--- src/rtl/c_tile_bank_ctrl.sv ---
// C-tile accumulation buffer: a ring of NUM_BANKS partial-sum banks, each holding one C tile.
// Each tile takes N_in passes. Every pass reads the tile's partial sums and writes them back.
// The load side reads partial sums; reads on the first pass return zero.
// The store side writes the updated sums back.
// After the final pass a bank is FULL and is drained in completion order over a valid/ready stream.
//
// Ports:
//   clk, rst        clock, asynchronous active-high reset
//   N_in            passes per tile (0 behaves as 1), static while any bank is busy
//   load_en_in      read next element of the load bank; rd_data_out valid 2 cycles later
//   store_en_in     write wr_data_in to next element of the store bank
//   tile_ready_out  load bank is FREE or ACTIVE
//   out_valid/out_ready/out_data/out_last  drain stream, out_last on the last element
//   err_out         sticky protocol error (load into busy bank, store into non-ACTIVE bank)
module c_tile_bank_ctrl #(
   parameter int unsigned D_WIDTH     = 64,
   parameter int unsigned ADDR_WTH    = 2,
   parameter int unsigned NUM_BANKS   = 2,
   parameter int unsigned N_MAX_WIDTH = 32
) (
   input  logic                   clk,
   input  logic                   rst,
   input  logic [N_MAX_WIDTH-1:0] N_in,
   input  logic                   load_en_in,
   output logic [D_WIDTH-1:0]     rd_data_out,
   input  logic                   store_en_in,
   input  logic [D_WIDTH-1:0]     wr_data_in,
   output logic                   tile_ready_out,
   output logic                   out_valid,
   input  logic                   out_ready,
   output logic [D_WIDTH-1:0]     out_data,
   output logic                   out_last,
   output logic                   err_out
);

   localparam int unsigned Depth = 2 ** ADDR_WTH;
   localparam int unsigned BankW = $clog2(NUM_BANKS);

   typedef enum logic [1:0] {BkFree, BkActive, BkFull, BkDraining} bank_st_e;
   typedef enum logic [1:0] {DrIdle, DrRd, DrHold} drain_st_e;

   logic [D_WIDTH-1:0] mem_q [NUM_BANKS*Depth];

   bank_st_e                bank_q [NUM_BANKS];
   bank_st_e                bank_d [NUM_BANKS];
   logic [BankW-1:0]        ld_ptr_q, ld_ptr_d, st_ptr_q, st_ptr_d, dr_ptr_q, dr_ptr_d;
   logic [ADDR_WTH-1:0]     ld_addr_q, ld_addr_d, st_addr_q, st_addr_d, dr_addr_q, dr_addr_d;
   logic [N_MAX_WIDTH-1:0]  ld_pass_q, ld_pass_d, st_pass_q, st_pass_d;
   drain_st_e               dr_st_q, dr_st_d;
   logic                    dr_done_q, dr_done_d;
   logic                    tile_ready_q, tile_ready_d;
   logic                    err_q, err_d;

   // Load read pipeline: stage 1 holds raw data plus the first-pass zero flag.
   logic                    ld_v1_q, ld_zero1_q;
   logic [D_WIDTH-1:0]      ld_data1_q, rd_data_q;

   // Drain read pipeline (one stage) feeding a 2-entry skid FIFO.
   logic                    dr_v1_q, dr_last1_q;
   logic [D_WIDTH-1:0]      dr_data1_q;
   logic [D_WIDTH-1:0]      fifo_data_q [2];
   logic                    fifo_last_q [2];
   logic                    fifo_wp_q, fifo_rp_q;
   logic [1:0]              fifo_cnt_q;

   logic [N_MAX_WIDTH-1:0]  n_last;
   logic                    ld_ok, ld_bad, st_ok, st_bad;
   logic                    pop, dr_issue, dr_fin;
   logic [2:0]              occ;

   // N_in of 0 means a single pass.
   assign n_last = (N_in == '0) ? '0 : N_in - N_MAX_WIDTH'(1);

   assign ld_ok  = load_en_in &&
                   (bank_q[ld_ptr_q] == BkFree || bank_q[ld_ptr_q] == BkActive);
   assign ld_bad = load_en_in && !ld_ok;
   assign st_ok  = store_en_in && (bank_q[st_ptr_q] == BkActive);
   assign st_bad = store_en_in && !st_ok;

   assign pop    = (fifo_cnt_q != 2'd0) && out_ready;
   assign dr_fin = pop && fifo_last_q[fifo_rp_q];
   // Occupancy after this cycle's pop, counting the read already in flight.
   assign occ      = {1'b0, fifo_cnt_q} - 3'(pop) + 3'(dr_v1_q);
   assign dr_issue = (dr_st_q == DrRd) && !dr_done_q && (occ < 3'd2);

   always_comb begin
      for (int unsigned i = 0; i < NUM_BANKS; i++) bank_d[i] = bank_q[i];
      ld_ptr_d  = ld_ptr_q;
      ld_addr_d = ld_addr_q;
      ld_pass_d = ld_pass_q;
      st_ptr_d  = st_ptr_q;
      st_addr_d = st_addr_q;
      st_pass_d = st_pass_q;
      dr_st_d   = dr_st_q;
      dr_ptr_d  = dr_ptr_q;
      dr_addr_d = dr_addr_q;
      dr_done_d = dr_done_q;
      err_d     = err_q | ld_bad | st_bad;

      if (ld_ok) begin
         if (bank_q[ld_ptr_q] == BkFree) bank_d[ld_ptr_q] = BkActive;
         ld_addr_d = ld_addr_q + ADDR_WTH'(1);
         if (&ld_addr_q) begin
            if (ld_pass_q == n_last) begin
               ld_pass_d = '0;
               ld_ptr_d  = ld_ptr_q + BankW'(1);
            end else begin
               ld_pass_d = ld_pass_q + N_MAX_WIDTH'(1);
            end
         end
      end

      if (st_ok) begin
         st_addr_d = st_addr_q + ADDR_WTH'(1);
         if (&st_addr_q) begin
            if (st_pass_q == n_last) begin
               st_pass_d        = '0;
               st_ptr_d         = st_ptr_q + BankW'(1);
               bank_d[st_ptr_q] = BkFull;
            end else begin
               st_pass_d = st_pass_q + N_MAX_WIDTH'(1);
            end
         end
      end

      if (dr_issue) begin
         dr_addr_d = dr_addr_q + ADDR_WTH'(1);
         if (&dr_addr_q) dr_done_d = 1'b1;
      end

      case (dr_st_q)
         DrIdle: begin
            if (bank_q[dr_ptr_q] == BkFull) begin
               bank_d[dr_ptr_q] = BkDraining;
               dr_addr_d        = '0;
               dr_done_d        = 1'b0;
               dr_st_d          = DrRd;
            end
         end
         DrRd: begin
            if (fifo_cnt_q == 2'd2 && !pop) dr_st_d = DrHold;
         end
         DrHold: begin
            if (pop) dr_st_d = DrRd;
         end
         default: dr_st_d = DrIdle;
      endcase

      // Last beat leaving the FIFO releases the bank regardless of RD/HOLD.
      if (dr_st_q != DrIdle && dr_fin) begin
         bank_d[dr_ptr_q] = BkFree;
         dr_ptr_d         = dr_ptr_q + BankW'(1);
         dr_st_d          = DrIdle;
      end

      tile_ready_d = (bank_d[ld_ptr_d] == BkFree) || (bank_d[ld_ptr_d] == BkActive);
   end

   // Storage is not reset: first-pass zero forcing hides stale contents.
   always_ff @(posedge clk) begin
      if (st_ok) mem_q[{st_ptr_q, st_addr_q}] <= wr_data_in;
   end

   always_ff @(posedge clk or posedge rst) begin
      if (rst) begin
         for (int unsigned i = 0; i < NUM_BANKS; i++) bank_q[i] <= BkFree;
         ld_ptr_q     <= '0;
         ld_addr_q    <= '0;
         ld_pass_q    <= '0;
         st_ptr_q     <= '0;
         st_addr_q    <= '0;
         st_pass_q    <= '0;
         dr_st_q      <= DrIdle;
         dr_ptr_q     <= '0;
         dr_addr_q    <= '0;
         dr_done_q    <= 1'b0;
         tile_ready_q <= 1'b0;
         err_q        <= 1'b0;
         ld_v1_q      <= 1'b0;
         ld_zero1_q   <= 1'b0;
         ld_data1_q   <= '0;
         rd_data_q    <= '0;
         dr_v1_q      <= 1'b0;
         dr_last1_q   <= 1'b0;
         dr_data1_q   <= '0;
         for (int i = 0; i < 2; i++) begin
            fifo_data_q[i] <= '0;
            fifo_last_q[i] <= 1'b0;
         end
         fifo_wp_q    <= 1'b0;
         fifo_rp_q    <= 1'b0;
         fifo_cnt_q   <= 2'd0;
      end else begin
         for (int unsigned i = 0; i < NUM_BANKS; i++) bank_q[i] <= bank_d[i];
         ld_ptr_q     <= ld_ptr_d;
         ld_addr_q    <= ld_addr_d;
         ld_pass_q    <= ld_pass_d;
         st_ptr_q     <= st_ptr_d;
         st_addr_q    <= st_addr_d;
         st_pass_q    <= st_pass_d;
         dr_st_q      <= dr_st_d;
         dr_ptr_q     <= dr_ptr_d;
         dr_addr_q    <= dr_addr_d;
         dr_done_q    <= dr_done_d;
         tile_ready_q <= tile_ready_d;
         err_q        <= err_d;

         ld_v1_q <= ld_ok;
         if (ld_ok) begin
            ld_zero1_q <= (ld_pass_q == '0);
            ld_data1_q <= mem_q[{ld_ptr_q, ld_addr_q}];
         end
         if (ld_v1_q) rd_data_q <= ld_zero1_q ? '0 : ld_data1_q;

         dr_v1_q <= dr_issue;
         if (dr_issue) begin
            dr_data1_q <= mem_q[{dr_ptr_q, dr_addr_q}];
            dr_last1_q <= &dr_addr_q;
         end
         if (dr_v1_q) begin
            fifo_data_q[fifo_wp_q] <= dr_data1_q;
            fifo_last_q[fifo_wp_q] <= dr_last1_q;
            fifo_wp_q              <= ~fifo_wp_q;
         end
         if (pop) fifo_rp_q <= ~fifo_rp_q;
         fifo_cnt_q <= fifo_cnt_q + 2'(dr_v1_q) - 2'(pop);
      end
   end

   assign rd_data_out    = rd_data_q;
   assign tile_ready_out = tile_ready_q;
   assign out_valid      = (fifo_cnt_q != 2'd0);
   assign out_data       = fifo_data_q[fifo_rp_q];
   assign out_last       = fifo_last_q[fifo_rp_q];
   assign err_out        = err_q;

endmodule

--- config.mk ---
export PLATFORM = sky130hd
export DESIGN_NAME = c_tile_bank_ctrl
export DESIGN_NICKNAME = d
export VERILOG_FILES = /design/src/rtl/c_tile_bank_ctrl.sv
export SDC_FILE = /design/constraint.sdc
export NUM_CORES = 1
export LEC_CHECK = 0
export ABC_AREA = 1
export BUFFER_PORTS_ARGS = -buffer_cell sky130_fd_sc_hd__buf_2
export CAP_MARGIN = 10
export CORE_ASPECT_RATIO = 2
export CORE_MARGIN = 5
export CORE_UTILIZATION = 32
export CTS_CLUSTER_SIZE = 14
export DETAILED_ROUTE_END_ITERATION = 6
export PLACE_DENSITY = 0.5
export SETUP_SLACK_MARGIN = 0.15
export SLEW_MARGIN = 20
export SYNTH_ARGS = -nofsm -noshare
export SYNTH_HDL_FRONTEND = slang
export SYNTH_SLANG_ARGS = --single-unit
--- constraint.sdc ---
create_clock -name clk -period 15.3 [get_ports clk]
set_input_delay 0.765 -clock clk [delete_from_list [all_inputs] [get_ports clk]]
set_output_delay 0.765 -clock clk [all_outputs]
set_load 0.1 [all_outputs]
* Yosys cells after proc, flatten, opt, wreduce, memory -nomap -nowiden
Memories as Yosys holds them, arrays and structs flattened. A register that Yosys moved wholly into a read port is not among the register bits.
Cells that the tools add are included.
** Operators by class
- Add/sub/neg operators :: 13
- Order comparisons :: 11
- Equality and inequality tests :: 12
- Muxes and demuxes :: 59
- Bitwise gates (word level) :: 19
- Reduce and logical (&&, ||, !) cells :: 34
** Operators by type and width (number)
- 64-bit two-way mux :: 5
- 128-bit bitwise mux :: 1
- 32-bit two-way mux :: 3
- 32-bit by 1-bit adder with 32-bit output, second input constant :: 2
- 64-bit demux with 1-bit select :: 1
- 32-bit equality test :: 2
- 32-bit logical NOT :: 2
- 2-bit two-way mux :: 22
- 4-bit two-way mux :: 8
- 32-bit by 1-bit subtractor with 32-bit output, second input constant :: 1
- 1-bit logical AND :: 14
- 1-bit two-way mux :: 13
- 2-bit greater-or-equal comparator, second input constant :: 6
- 1-bit inverter with 2-bit output :: 6
- 3-bit AND reduction :: 3
- 2-bit by 1-bit equality test with 1-bit output, second input constant :: 4
- 2-bit by 1-bit less-than comparator with 1-bit output, second input constant :: 4
- 2-bit by 1-bit adder with 2-bit output, second input constant :: 3
- 2-bit demux with 1-bit select :: 3
- 2-bit equality test, second input constant :: 3
- 2-bit logical NOT :: 3
- 3-bit inequality test, second input constant :: 2
- 2-bit one-hot mux with 3 select lines :: 1
- 2-bit AND reduction :: 3
- other kinds (21) :: 33
** Storage, ports and cells
- Bits in registers :: 284
- Memory bits (writable) :: 512
- Bits of input ports :: 101
- Output and inout port bits :: 132
- Logic and storage cells :: 175
- Memories :: 1
** Memories
- mem_q :: words 8, width 64, read ports 2, clocked after Yosys merged registers in 2, write ports 1, line 42 : logic [D_WIDTH-1:0] mem_q [NUM_BANKS*Depth];

* Logic depth before layout (Yosys ltp)
Gate-level depths: netlist (run 1).
- Depth after elaboration :: 23
- Depth in mapped cells :: 23
- Gate-level depth less buffers :: 22

* Worst setup path before layout (run 1)
OpenSTA, ideal clock, no wires.
- Path type :: input to register
- Start :: input store_en_in
- End :: memory mem_q[0][0], enable pin
- Library setup time :: 0.486 ns
- Arrival time :: 3.891 ns
- Required time :: 14.814 ns
- Setup slack :: 10.922 ns
- Stages :: 3
- Buffers on the path :: 0
- Cells stage by stage :: nand2_2 > or2_2 > nor2_1
** On the way
- Word-level cells in the longest chain between the ends :: 3
** Ends and longest elaborated chain
- from (decl) :: line 26 : input logic store_en_in,
- 1-bit logical AND :: line 77 : assign st_ok = store_en_in && (bank_q[st_ptr_q] == BkActive);
- 1-bit two-way mux :: line 161 : if (st_ok) mem_q[{st_ptr_q, st_addr_q}] <= wr_data_in;
- 1-bit two-way mux (implied by the code) :: line 161
- to (decl) :: line 42
No other way between the ends.

* Worst setup path in the final report (run 1)
- Start :: register fifo_cnt_q[1]
- End :: register dr_data1_q[45] (read register of mem_q)
** On the way
- Word-level cells in the longest chain between the ends :: 6
** Ends and longest elaborated chain
- from (decl) :: line 64 : logic [1:0] fifo_cnt_q;
- from (signal assigned) :: line 226 : fifo_cnt_q <= fifo_cnt_q + 2'(dr_v1_q) - 2'(pop);
- 2-bit nonzero test :: line 80 : assign pop = (fifo_cnt_q != 2'd0) && out_ready;
- 1-bit logical AND :: line 80
- net pop :: line 68 : logic pop, dr_issue, dr_fin;
- 2-bit by 1-bit subtractor with 3-bit output :: line 83 : assign occ = {1'b0, fifo_cnt_q} - 3'(pop) + 3'(dr_v1_q);
- 3-bit by 1-bit adder with 3-bit output :: line 83
- net occ[1] :: line 69 : logic [2:0] occ;
- 3-bit by 2-bit less-than comparator with 1-bit output :: line 84 : assign dr_issue = (dr_st_q == DrRd) && !dr_done_q && (occ < 3'd2);
- 1-bit logical AND :: line 84
- to (decl) :: line 60 : logic [D_WIDTH-1:0] dr_data1_q;
The timed path passes the listed nets, and every way through them passes these cells.
A chain may end at the register's enable or synchronous reset.

==> results of run 1 <==
flip-flops by register name (all words and copies together) (netlist names), 4 cells and up:
name	count
dr_data1_q	64
mem_q	512
rd_data_out	64
ld_pass_q	32
ld_data1_q	64
st_pass_q	32
bank_q	4
fifo_data_q	128
stage by stage:
stage / power (mW) / instance area [um2]
detailed placement: 2.90 / 46100
global route: 5.30 / 49100
CTS: 5.20 / 49100
finish: 5.14 / 49200
floorplan: 2.81 / 43500
global placement: 2.90 / 46100
logic make-up (layout without fill, tap and decap cells):
| logic type | count (synthesis) | count (layout) | synth area share, % |
|---|---|---|---|
| other cells | 0 | 19 | 0 |
| buf+inv | 697 | 853 | 6.17 |
| flops | 924 | 924 | 59.1 |
| compound gates | 1344 | 1344 | 16.7 |
| xor+xnor | 34 | 34 | 0.685 |
| fa+ha+maj | 10 | 10 | 0.305 |
| simple gates | 1788 | 1788 | 17.1 |
critical path: cells and delay by family, from the launching register on:
| family | cells | cell delay, ns |
|---|---|---|
| buffers and inverters | 7 | 1.52 |
| and+or+nand+nor | 4 | 0.73 |
| AOI/OAI and AO/OA | 2 | 0.38 |
| adders and majority gates | 3 | 0.90 |
| DFF | 1 | 0.42 |
layout by cell type (no fill, tap or decap), types with 5 or more instances in the layout:
cell / n
inv_1: 385
o311ai_0: 39
nand2_1: 907
a21oi_1: 273
inv_2: 5
a211oi_1: 7
o21ai_0: 861
clkinv_1: 12
nand3_1: 203
xor2_1: 29
dfrtp_4: 6
bufinv_16: 8
clkbuf_8: 12
o211ai_1: 55
nor4_1: 11
edfxtp_1: 512
nand3b_1: 7
nor2_1: 521
nor2_2: 18
nand4_1: 34
xnor2_1: 5
clkinv_2: 21
nor2_4: 14
o22ai_1: 68
buf_4: 50
diode_2: 19
buf_2: 232
nor3b_1: 6
ha_1: 9
nand3_2: 6
clkbuf_16: 93
clkbuf_1: 24
dfrtp_1: 405
nand2_2: 8
o21bai_1: 9
o221ai_1: 22
nor3_1: 36
cell type report:
cell class,count,area share (%)
Clock buffer,129,5.25
Timing Repair Buffer,283,3.15
Sequential cell,924,52.3
Inverter,401,3.11
Clock inverter,40,0.824
Antenna cell,19,0.0967
Tap cell,1737,4.42
Multi-Input combinational cell,3176,30.9
metal layers:
layer  vias to the layer above  share of wire, %  wire (um)  track usage [%]
li1                      16579                 -          -                -
met1                     17475                36      58800             23.8
met2                      1056                50      80900             38.5
met3                       319               4.9       7910             3.18
met4                        24               8.7      14000             16.1
met5                         -              0.11        172                0
path summary, 6_finish.rpt:
path,startpoint,end,slack [ns],cells after the start
max in group asynchronous,rst,rd_data_out[62]$_DFFE_PP0P_,12.70,4
setup reg to reg,fifo_cnt_q[1]$_DFF_PP0_,dr_data1_q[45]$_DFFE_PP0P_,11.11,16
hold / removal,rst,ld_pass_q[28]$_DFFE_PP0P_,0.20,2
setup / recovery,fifo_cnt_q[1]$_DFF_PP0_,dr_data1_q[45]$_DFFE_PP0P_,11.11,16
hold reg to reg,fifo_data_q[46]$_DFFE_PP0P_,fifo_data_q[46]$_DFFE_PP0P_,0.48,2
min in group clk,wr_data_in[21],mem_q[0][21]$_DFFE_PP_,0.35,1
power by group through the flow:
stage / registers [mW] / logic (mW) / clock network (mW)
6_report: 2.64 / 0.204 / 2.29
3_5_place_dp: 2.69 / 0.207 / 0
3_3_place_gp: 2.69 / 0.207 / 0
5_1_grt: 2.64 / 0.225 / 2.44
4_1_cts: 2.64 / 0.207 / 2.35
2_1_floorplan: 2.69 / 0.115 / 0
==> impl_metrics.yaml, run 1 <==
run_status:
  outcome: "finished clean"
synthesis:
  yosysWarnings: 0
  synthArstFlopShare_pct: 44.6
  synth.most_common_cell: "nand2_1"
  yosysTopAreaCell: "edfxtp_1"
  ys_seq_elements: 924
  synth_area_mm2: 0.0435
  synth_nets: 4908
  synth_cell_types: 49
  syn_inst: 4797
  synth_edf_count: 512
  synthFlopType: "edfxtp_1"
  synth_top_cell_area_share_pct: 35.4
  syn_area_per_cell_um2: 9.06
  synth_common_cells: "nand2_1, o21ai_0, nor2_1"
  synth_area_leaders: "edfxtp_1, dfrtp_1, o21ai_0, nand2_1, nor2_1"
  ys_seq_area_share_pct: 59.1
route:
  via_count: 35453
  drt-pass1-iter-count: 5
  wl_per_cell_um: 24.1
  via_per_inst: 5.28
  drc: 0
  detail-route-antenna-nets: 0
  totalWireLength_um: 162000
  drtIter0Drc: 2527
setup_path:
  max_stage_delay_ns: 0.63
  worstPathArrival_ns: 4.78
  endpoint_kind: "flip-flop"
  critical_path.slowest_cell: "buf_4"
  critPathMaxFanout: 55
  path_cells: "inv_1 > nand2_1 > nand2_1 > inv_1 > ha_1 > inv_1 > ha_1 > inv_1 > fa_1 > inv_1 > nor2_1 > and3_4 > buf_4 > buf_4 > o221ai_1 > o21ai_0"
  cp-start-kind: "flip-flop"
  worstPathRequired_ns: 15.89
  critPathKind: "reg -> reg"
  path_common_cell: "inv_1"
sta:
  finalSetupViolCount: 0
  fin_skew_ns: 0.0245
  setup_slack_ns: 11.11
  relSlewSlack_pct: 24.4
  worstMarginPinSlew_ns: 1.13
  fmax_ghz: 0.239
  rsz0062_at_grt: "no"
  hold-worst-slack_ns: 0.196
  finalHoldViolations: 0
  post-route-period-util_pct: 27.4
  min_period_ns: 4.19
  slew_violations: 0
  fin_setup_tns_ns: 0
die:
  ios: 233
  dieHeight_um: 531
  dieArea_mm2: 0.144
  core.rowCount: 191
  die-width_um: 271
  fp.coreArea_mm2: 0.135
  start_util_pct: 32.1
power:
  comb_power_share_pct: 4.0
  pwr-share-clk_pct: 44.7
  power_density_mw_per_mm2: 104
  net-switching-power_mw: 1.15
  p_int_mw: 3.98
  peakVddDrop_v: 0.0000824
  seqPwrFrac_pct: 51.4
  p_sw_share_pct: 22.5
  leakagePower_nw: 20.1
global_route:
  grt_pass1_vias: 34983
  grt_pass1_wl_um: 234000
  grt_start_max_net_pins: 111
  overflow: 0
  grt_util_all_layers_pct: 21.8
  antenna_found_initial: 37
layout:
  fillers: 13803
  final-seq-area_mm2: 0.0257
  utilization_pct: 36.4
  area_delta_synth_final_pct: 13.1
  multi_input_area_mm2: 0.0152
  layout.cells.non_filler: 6709
  fin_nets: 4988
  drive_gt1_share_pct: 10.1
clocking:
  holdBufCountCts: 0
  htreeDepth: 3
  cts_buffer_depth: 3
  cts.sinks: 924
  cts_tree: "yes"
  cts_resized: 0
  clk_pin_slew_worst_paths_ns: 0.06
  cts_root_buffer: "clkbuf_16"
  cts_made_buffers: 91
  cts_setup_buffers: 0
  clock_latency_ns: 0.69
place:
  finalWeightedCongestion: 0.954
  port_buffers: 232
  dp_slack_ns: 10.79
  dp_cells: 6521
  dp_hpwl_um: 102000
hold_path:
  hold_class: "in -> async"
job:
  maxCapViolCount: 0
(Power assumes the default switching activity.)
==> run 2: changes to the inputs <==
- clock period: 15.3 -> 4.37 ns (I/O delays scaled with it)
==> impl_metrics.yaml, run 2 (synthesis gave the netlist of run 1 again) <==
clocking:
  cts_setup_buffers: 0
  cts_made_buffers: 88
  cts.sinks: 924
  clk_pin_slew_worst_paths_ns: 0.07
  cts_tree: "yes"
  holdBufCountCts: 69
  clock_latency_ns: 0.69
  cts_resized: 0
  htreeDepth: 3
  cts_root_buffer: "clkbuf_16"
  cts_buffer_depth: 3
global_route:
  antenna_found_initial: 16
  grt_pass1_wl_um: 236000
  gr-usage-met2_pct: 38.3
  grt_util_all_layers_pct: 22.0
  grt_pass1_vias: 35953
  grtUsageMet3_pct: 3.07
  grt_start_max_net_pins: 166
  met1_usage_pct: 23.8
  top_usage_layer: "met2"
  overflow: 0
sta:
  fin_skew_ns: 0.0268
  post-route-period-util_pct: 74.7
  relSlewSlack_pct: 24.5
  min_period_ns: 3.26
  finalHoldViolations: 0
  slew_violations: 0
  fmax_ghz: 0.306
  finalSetupViolCount: 0
  worstMarginPinSlew_ns: 1.13
  rsz0062_at_grt: "no"
setup_path:
  max_stage_delay_ns: 0.54
  critPathTopFamily: "simple AND/OR/NAND/NOR gates"
  worstPathArrival_ns: 3.82
  endpoint_kind: "flip-flop"
  r2r_slack_ns: 1.11
  critPathKind: "reg -> reg"
  path_cells: "inv_1 > nor2_1 > inv_1 > nor2_1 > nand3_1 > nor2_1 > nand3_1 > nor2_1 > nand3_1 > nor2_1 > nand2_1 > nor3_1 > nand4_1 > xor2_1 > nor2_1"
  path_buf_inv: 2
  worstPathRequired_ns: 4.93
  critPathMaxFanout: 6
  critical_path.slowest_cell: "dfrtp_1"
  path_common_cell: "nor2_1"
  crit_start: "ld_pass_q[3]$_DFFE_PP0P_"
  reg2reg_depth: 15
  rr_endpoint: "ld_pass_q[30]$_DFFE_PP0P_"
  rr_startpoint: "ld_pass_q[3]$_DFFE_PP0P_"
  cp-start-kind: "flip-flop"
power:
  peakVddDrop_v: 0.000238
  power_mw: 18.2
  leakagePower_nw: 20.6
  power_density_mw_per_mm2: 361
layout:
  largest_register_ffs: 512
  multi_input_area_mm2: 0.0152
  fin_nets: 5069
  largest-register: "mem_q"
  final-seq-area_mm2: 0.0257
  layout_commonest_cell: "nand2_1"
  reg.largest.list: "mem_q x512, fifo_data_q x128"
  drive_gt1_share_pct: 10.2
  area_delta_synth_final_pct: 15.9
  fin_area_mm2: 0.0504
  fillers: 13640
  layout_common_cells: "nand2_1, o21ai_0, nor2_1, edfxtp_1, dfrtp_1"
  utilization_pct: 37.3
route:
  drtIter0Drc: 2427
  via_count: 35966
  via_per_inst: 5.31
  totalWireLength_um: 163000
  wl_per_cell_um: 24.0
  detail-route-antenna-nets: 0
  drc: 0
  drt-pass1-iter-count: 6
die:
  dieHeight_um: 531
  die-width_um: 271
  start_util_pct: 32.1
  fp.coreArea_mm2: 0.135
  dieArea_mm2: 0.144
  core.rowCount: 191
  ios: 233
run_status:
  outcome: "finished clean"
job:
  maxCapViolCount: 0
hold_path:
  hold_class: "in -> async"
place:
  dp_hpwl_um: 104000
  finalWeightedCongestion: 1.01
  port_buffers: 232
  place_area_mm2: 0.0466
## run 2: cell types whose count changed in the layout (fill, tap and decap cells not counted)
cell / delta
dlygate4sd3_1: +69
buf_12: +31
buf_4: -15
diode_2: -10
clkinv_2: -8
clkbuf_1: -5
clkbuf_8: +3
bufinv_16: +2
clkinv_1: +2
inv_6: +2
buf_6: -1
inv_2: +1
inv_8: -1
## run 2: final cells by class
type / count / share of cell area, %
Clock inverter: 38 / 0.889
Antenna cell: 9 / 0.0447
Clock buffer: 127 / 5.17
Inverter: 401 / 3.02
Timing Repair Buffer: 367 / 5.43
Multi-Input combinational cell: 3176 / 30.1
Sequential cell: 924 / 51.0
Tap cell: 1737 / 4.31
## run 2: metal layers
layer	wire (um)	up-vias	share of wire, %
met2	80000	1215	49
met4	16300	14	10
met1	58600	17619	36
met3	7690	395	4.7
met5	90	-	0.055
li1	-	16723	-
## run 2: tightest hold or removal path, stage by stage
cell and delay (ns):
dlygate4sd3_1 0.53, buf_2 0.13, clkinvlp_4 0.39
## run 2: worst max-delay path by stage
stage	end	slack, ns	cells past startpoint
CTS	ld_pass_q[30]$_DFFE_PP0P_	1.14	15
global route	ld_pass_q[30]$_DFFE_PP0P_	0.87	15
floorplan	bank_q[0]$_DFF_PP0_	-1.40	1
finish	ld_pass_q[30]$_DFFE_PP0P_	1.11	15
global placement	ld_pass_q[22]$_DFFE_PP0P_	0.94	17
detailed placement	ld_pass_q[29]$_DFFE_PP0P_	0.90	17
## run 2: metrics by stage
step                instances  setup TNS, ns  setup slack [ns]  hold slack, ns
finish                   6779              0              1.11           0.147
global route             6772              0             0.870           0.165
CTS                      6770              0              1.14           0.130
detailed placement       6536              0             0.902           0.324
global placement         6536              0             0.942           0.325
floorplan                4797        -577.67             -1.40           0.317
## run 2: power breakdown
part	leakage, nW	switching [mW]	internal (mW)
registers	9.85	0.0121	9.23
clock network	1.50	3.45	4.74
logic	9.25	0.602	0.182
